$ cat src/rtl/fmultiplier.sv
// Three-stage IEEE-754 single-precision multiplier, one operand pair per cycle.
// Denormal inputs are flushed to zero; results are never denormal.
module fmultiplier (
    output logic [31:0] out,
    input  logic [31:0] a,
    input  logic [31:0] b,
    input  logic        clk,
    input  logic        rst_n
);

    localparam logic [31:0] QNAN = 32'h7FC0_0000;

    // ------------------------------------------------------------------
    // Stage 1: unpack, classify, exponent sum
    // ------------------------------------------------------------------
    logic [7:0]        exp_a;
    logic [7:0]        exp_b;
    logic [22:0]       frac_a;
    logic [22:0]       frac_b;
    logic              nan_a;
    logic              nan_b;
    logic              inf_a;
    logic              inf_b;
    logic              zero_a;
    logic              zero_b;
    logic              sign_c;
    logic signed [9:0] exp_sum_c;
    logic              special_c;
    logic [31:0]       special_val_c;
    logic [23:0]       mant_a_c;
    logic [23:0]       mant_b_c;

    always_comb begin
        exp_a  = a[30:23];
        exp_b  = b[30:23];
        frac_a = a[22:0];
        frac_b = b[22:0];
        nan_a  = (exp_a == 8'hFF) && (frac_a != 23'd0);
        nan_b  = (exp_b == 8'hFF) && (frac_b != 23'd0);
        inf_a  = (exp_a == 8'hFF) && (frac_a == 23'd0);
        inf_b  = (exp_b == 8'hFF) && (frac_b == 23'd0);
        // Exponent zero covers both true zero and flushed denormals.
        zero_a = (exp_a == 8'h00);
        zero_b = (exp_b == 8'h00);
        sign_c = a[31] ^ b[31];

        exp_sum_c = $signed({2'b00, exp_a}) + $signed({2'b00, exp_b}) - 10'sd127;

        special_c     = 1'b1;
        special_val_c = 32'd0;
        if (nan_a || nan_b) begin
            special_val_c = QNAN;
        end else if ((inf_a && zero_b) || (zero_a && inf_b)) begin
            special_val_c = QNAN;
        end else if (inf_a || inf_b) begin
            special_val_c = {sign_c, 8'hFF, 23'd0};
        end else if (zero_a || zero_b) begin
            special_val_c = {sign_c, 31'd0};
        end else begin
            special_c = 1'b0;
        end

        // Special results bypass the datapath, so keep the multiplier quiet.
        mant_a_c = special_c ? 24'd0 : {1'b1, frac_a};
        mant_b_c = special_c ? 24'd0 : {1'b1, frac_b};
    end

    logic              s1_sign;
    logic signed [9:0] s1_exp;
    logic [23:0]       s1_mant_a;
    logic [23:0]       s1_mant_b;
    logic              s1_special;
    logic [31:0]       s1_special_val;

    always_ff @(posedge clk or negedge rst_n) begin
        if (!rst_n) begin
            s1_sign        <= 1'b0;
            s1_exp         <= 10'sd0;
            s1_mant_a      <= 24'd0;
            s1_mant_b      <= 24'd0;
            s1_special     <= 1'b0;
            s1_special_val <= 32'd0;
        end else begin
            s1_sign        <= sign_c;
            s1_exp         <= exp_sum_c;
            s1_mant_a      <= mant_a_c;
            s1_mant_b      <= mant_b_c;
            s1_special     <= special_c;
            s1_special_val <= special_val_c;
        end
    end

    // ------------------------------------------------------------------
    // Stage 2: significand product
    // ------------------------------------------------------------------
    logic              s2_sign;
    logic signed [9:0] s2_exp;
    logic [47:0]       s2_prod;
    logic              s2_special;
    logic [31:0]       s2_special_val;

    always_ff @(posedge clk or negedge rst_n) begin
        if (!rst_n) begin
            s2_sign        <= 1'b0;
            s2_exp         <= 10'sd0;
            s2_prod        <= 48'd0;
            s2_special     <= 1'b0;
            s2_special_val <= 32'd0;
        end else begin
            s2_sign        <= s1_sign;
            s2_exp         <= s1_exp;
            s2_prod        <= s1_mant_a * s1_mant_b;
            s2_special     <= s1_special;
            s2_special_val <= s1_special_val;
        end
    end

    // ------------------------------------------------------------------
    // Stage 3: normalize, round to nearest even, pack
    // ------------------------------------------------------------------
    logic [22:0]       norm_frac;
    logic              guard_bit;
    logic              round_bit;
    logic              sticky_bit;
    logic signed [9:0] norm_exp;
    logic              round_up;
    logic [24:0]       mant_rnd;
    logic signed [9:0] final_exp;
    logic [22:0]       final_frac;
    logic [31:0]       result_c;

    always_comb begin
        // Product of two [1,2) significands lies in [1,4); bit 47 marks [2,4).
        if (s2_prod[47]) begin
            norm_frac  = s2_prod[46:24];
            guard_bit  = s2_prod[23];
            round_bit  = s2_prod[22];
            sticky_bit = |s2_prod[21:0];
            norm_exp   = s2_exp + 10'sd1;
        end else begin
            norm_frac  = s2_prod[45:23];
            guard_bit  = s2_prod[22];
            round_bit  = s2_prod[21];
            sticky_bit = |s2_prod[20:0];
            norm_exp   = s2_exp;
        end

        round_up = guard_bit && (round_bit || sticky_bit || norm_frac[0]);
        mant_rnd = {2'b01, norm_frac} + {24'd0, round_up};

        // Rounding 1.111..1 up yields 10.000..0: shift once more.
        if (mant_rnd[24]) begin
            final_exp  = norm_exp + 10'sd1;
            final_frac = mant_rnd[23:1];
        end else begin
            final_exp  = norm_exp;
            final_frac = mant_rnd[22:0];
        end

        if (s2_special) begin
            result_c = s2_special_val;
        end else if (final_exp >= 10'sd255) begin
            result_c = {s2_sign, 8'hFF, 23'd0};
        end else if (final_exp <= 10'sd0) begin
            result_c = {s2_sign, 31'd0};
        end else begin
            result_c = {s2_sign, final_exp[7:0], final_frac};
        end
    end

    always_ff @(posedge clk or negedge rst_n) begin
        if (!rst_n) begin
            out <= 32'd0;
        end else begin
            out <= result_c;
        end
    end

endmodule

$ cat config.mk
export PLATFORM = sky130hd
export DESIGN_NAME = fmultiplier
export DESIGN_NICKNAME = d
export VERILOG_FILES = /design/src/rtl/fmultiplier.sv
export SDC_FILE = /design/constraint.sdc
export NUM_CORES = 2
export LEC_CHECK = 0
export ABC_AREA = 1
export CAP_MARGIN = 20
export CORE_MARGIN = 2
export CORE_UTILIZATION = 58
export DETAILED_ROUTE_END_ITERATION = 12
export PLACE_DENSITY = 0.85
export SLEW_MARGIN = 10
export SYNTH_ARGS = -nofsm -noshare
export SYNTH_HDL_FRONTEND = slang
export SYNTH_SLANG_ARGS = --single-unit
$ cat constraint.sdc
create_clock -name clk -period 6.65 [get_ports clk]
set_clock_uncertainty 0.05 [all_clocks]
set_input_delay 1.33 -clock clk [delete_from_list [all_inputs] [get_ports clk]]
set_output_delay 1.33 -clock clk [all_outputs]
set_load 0.01 [all_outputs]
### Yosys cells after proc, flatten, opt, wreduce, memory -nomap -nowiden

Cells that the tools add are included.
Widths: inputs -> output; s select.

* bits of input ports: 66
* bits in registers: 216

* order comparisons: 2
* $mul: 1
* multiplexer cells: 20
* reductions and logical operators: 21
* bitwise operators: 1
* add/sub/neg operators: 5
* equal/unequal tests: 2

Operators with widths (number)
* $mux 32: 5
* $mux 31: 2
* $mul 24x24->48: 1
* $mux 24: 2
* $logic_not 23->1: 2
* $mux 23: 2
* $reduce_bool 23->1: 2
* $add 24x1->25: 1
* $reduce_or 22->1: 1
* $reduce_or 21->1: 1
* $add 10x2->10 const B: 2
* $mux 10: 2
* $eq 8x8->1 const B: 2
* $logic_not 8->1: 2
* $ge 10x9->1 const B: 1
* $le 10x1->1 const B: 1
* $sub 9x7->10 const B: 1
* $add 8x8->9: 1
* $logic_and 1x1->1: 7
* $mux 1: 7
* $logic_or 1x1->1: 6
* $xor 1x1->1: 1

### Logic depth before layout (Yosys ltp)

* depth in word-level cells: 11
* mapped depth: 31

### Worst setup path before layout

OpenSTA, ideal clock, no wires.

* path kind: reg2reg
* start: reg s1_mant_a[23]
* end: reg s2_prod[41]
* path buffers: 2
* stages on the path, launching flop included: 29
* path slack: 0.389 ns
* library setup time: 0.121 ns
* required time: 6.479 ns
* arrival: 6.090 ns
* cell sequence: dfrtp_1 > clkbuf_1 > clkbuf_1 > nand2_1 > inv_1 > fa_1 > fa_1 > inv_1 > fa_1 > fa_1 > inv_1 > fa_1 > fa_1 > inv_1 > fa_1 > inv_1 > ha_1 > nand2_1 > nor2_1 > inv_1 > nor2_1 > nand3_1 > o211ai_1 > nand2_1 > o211ai_1 > and2_1 > nor2_1 > nand2_1 > nand2_1

* longest elaborated chain between the ends: 1

Ends and longest elaborated chain
* start, declared: line 70 `logic [23:0] s1_mant_a;`
* start signal, assigned: line 86 `s1_mant_a <= mant_a_c;`
* $mul 24x24->48: line 112 `s2_prod <= s1_mant_a * s1_mant_b;`
* end signal, assigned: line 112
* end, declared: line 98 `logic [47:0] s2_prod;`

No other way between the ends.

### Final worst setup path

* start: reg s1_mant_a[17]
* end: reg s2_prod[44]

Same word-level chain as after synthesis.

==> metrics.cfg <==
[final_layout]
syn_to_final_growth_pct = 12.0
fin_nets = 4284
drive_above_1_share_pct = 8.41
n_antenna_cell = 0
final_cell_area_um2 = 30000
fillers = 3581

[setup_path]
critPathCapture = s2_prod[44]$_DFF_PN0_
cp.arrival_ns = 6.81
required_ns = 6.95
worstPathMaxFanout = 11
r2r_setup_slack_ns = 0.14
regToRegEndpoint = s2_prod[44]$_DFF_PN0_
rr_startpoint = s1_mant_a[17]$_DFF_PN0_
startpoint = s1_mant_a[17]$_DFF_PN0_
critPathCaptureType = register
reg2reg_depth = 25
worstSetupStartpointType = register
critical_path_class = reg2reg

[synth]
synth_top_area_share_pct = 36.1
synth-xor-area-share_pct = 1.90
yosysWarningCount = 0
synth_compound_area_share_pct = 3.79
synth_nets = 4141
synthTopCellsByArea = fa_1 36%, dfrtp_1 15%, inv_1 14%, nand2_1 12%, ha_1 9.0%
synth_commonest_cells = 1017 x inv_1, 884 x nand2_1, 483 x fa_1, 193 x ha_1, 157 x dfrtp_1
synthFlopType = dfrtp_1
synth_top_family_by_area = adder cells
synthSimpleGateAreaFrac_pct = 18.4
yosys.area_share.adder_pct = 45.1
synthMostInstantiatedCell = inv_1
avgSynthCellArea_um2 = 7.89
synthCells = 3399
ys_seq_area_share_pct = 14.7
yosys-mux-area-fraction_pct = 0
netlist_area_um2 = 26800
synth_edf_count = 0
synth_seq_cells = 157
synth-async-reset-ratio_pct = 100
synth_top_area_cell = fa_1
yosysUniqueCellTypes = 54

[run]
max_cap_viol_count = 0

[global_routing]
grt_pass1_wl_um = 114000
grt-ovfl-total = 0
grt_usage_pct = 30.7
grt_pass1_vias = 22600
grt_max_degree = 91
antenna_found_initial = 0

[drt]
dr.pass1.iters = 5
via_per_inst = 5.28
num_vias = 21900
antenna_left = 0
drt-initial-drc-count = 2202
drc = 0
drt-total-wl_um = 70800
wl_per_cell_um = 17.1

[floorplan]
top_level_ports = 98
die_w_um = 219
die_h_um = 219
die_area_um2 = 48000
start_util_pct = 58.9
core_area_um2 = 45500
rows = 78

[place]
placed_area_um2 = 28900
gp_congestion = 0.973
place.port_buffers = 97
place_hpwl_um = 58100

[run_status]
status = finished, final reports clean

[sta]
rsz0062_at_grt = yes
tightest_slew_ns = 1.15
fin_crit_sh_pct = 97.9
hold_viol = 0
slew_viol_final = 0
setup_viol_count_final = 0
slew_headroom_pct = 22.9
min_period_ns = 6.51
max_freq_mhz = 154
setup_tns_ns = 0

[clocking]
cts_max_path_buffers = 2
clk_latency_ns = 0.47
cts_buffers = 17
clkSlewWorstSetupHoldPaths_ns = 0.08
ctsHoldBuffers = 0
root_buffer = clkbuf_16
cts_sinks = 157
cts_max_level = 4
cts_tree = built

[worst_hold_path]
hp-class = reg2reg

per-layer routing:
metal,global-route usage (%),part of all wire (%)
met4,11.9,3.9
met1,40.4,39
met2,50.4,48
met5,0,0
met3,5.88,9.2
timing repair:
action / in CTS / in global routing
endpoints found under the hold margin: 0 / 0
gates resized for setup: 13 / 65
endpoints found under the setup margin: 8 / 22
pin swaps: 0 / 4
setup buffers: 0 / 36
worst min-delay path by stage:
stage | startpoint | cells past startpoint | slack (ns) | end
finish | s1_exp[6]$_DFF_PN0_ | 0 | 0.30 | s2_exp[6]$_DFF_PN0_
global route | s1_exp[6]$_DFF_PN0_ | 0 | 0.31 | s2_exp[6]$_DFF_PN0_
CTS | s1_exp[6]$_DFF_PN0_ | 0 | 0.30 | s2_exp[6]$_DFF_PN0_
detailed placement | s1_exp[6]$_DFF_PN0_ | 0 | 0.28 | s2_exp[6]$_DFF_PN0_
global placement | s1_sign$_DFF_PN0_ | 0 | 0.28 | s2_sign$_DFF_PN0_
floorplan | s1_exp[0]$_DFF_PN0_ | 0 | 0.28 | s2_exp[0]$_DFF_PN0_
flip-flops by register name, summed over array words and instances (netlist names), 3 cells and up:
signal	count
s1_exp	10
s1_mant_b	23
s2_prod	48
s2_exp	10
s1_mant_a	24
out	32
s2_special_val	3
s1_special_val	3
cells in the final DEF, fill, tap and decap left out, types with 42 or more instances in the layout:
| cell | synthesis | final |
|---|---|---|
| fa_1 | 483 | 480 |
| dfrtp_1 | 157 | 126 |
| nand3_1 | 61 | 60 |
| a21oi_1 | 62 | 55 |
| inv_1 | 1017 | 1015 |
| nor2_1 | 145 | 140 |
| ha_1 | 193 | 185 |
| nand2_1 | 884 | 884 |
| buf_4 | 3 | 125 |
| clkdlybuf4s50_1 | 0 | 96 |
| o21ai_0 | 47 | 42 |
worst max-delay path: stages, from the launching register on:
cell      delay (ns)
dfrtp_2         0.47
buf_4           0.19
buf_4           0.21
nand2_1         0.13
fa_1            0.53
inv_1           0.06
fa_1            0.51
inv_1           0.07
fa_1            0.51
fa_1            0.56
inv_1           0.05
fa_1            0.45
fa_1            0.49
inv_1           0.05
fa_1            0.52
inv_1           0.05
ha_1            0.35
nand2_1         0.12
nor2_1          0.05
inv_2           0.09
o21ai_1         0.11
a221oi_2        0.31
nand3_2         0.15
nand2_1         0.09
nand2_1         0.07
xor2_1          0.14
cell type report:
type | instances | area [µm²] | area share (%)
sequential | 157 | 3980 | 13.2
timing repair buffer | 237 | 2160 | 7.19
multi-input combinational | 2105 | 18700 | 62.3
tap | 600 | 751 | 2.50
clock inverter | 14 | 148 | 0.492
inverter | 1024 | 3850 | 12.8
clock buffer | 18 | 439 | 1.46
cell families (layout without fill, tap and decap cells):
family,count (synthesis),in the layout
AOI/OAI and AO/OA,173,173
xor gates and xnor gates,58,58
adders and majority gates,676,676
buffers and inverters,1137,1293
DFF,157,157
and+or+nand+nor,1198,1198
stage by stage:
step | instances | hold WS, ns | worst slack, ns | util (%)
6_report | 4155 | 0.299 | 0.137 | 66.0
5_1_grt | 4155 | 0.306 | -0.0815 | 66.0
4_1_cts | 4119 | 0.301 | 0.00788 | 64.9
3_5_place_dp | 4087 | 0.285 | -0.0742 | 63.5
3_3_place_gp | 4087 | 0.282 | 0.00466 | 63.5
2_1_floorplan | 3399 | 0.281 | 0.389 | -
Power is left out: the tool's default activity adds up to more than one toggle a clock period on the data nets, which glitch-free logic cannot reach.
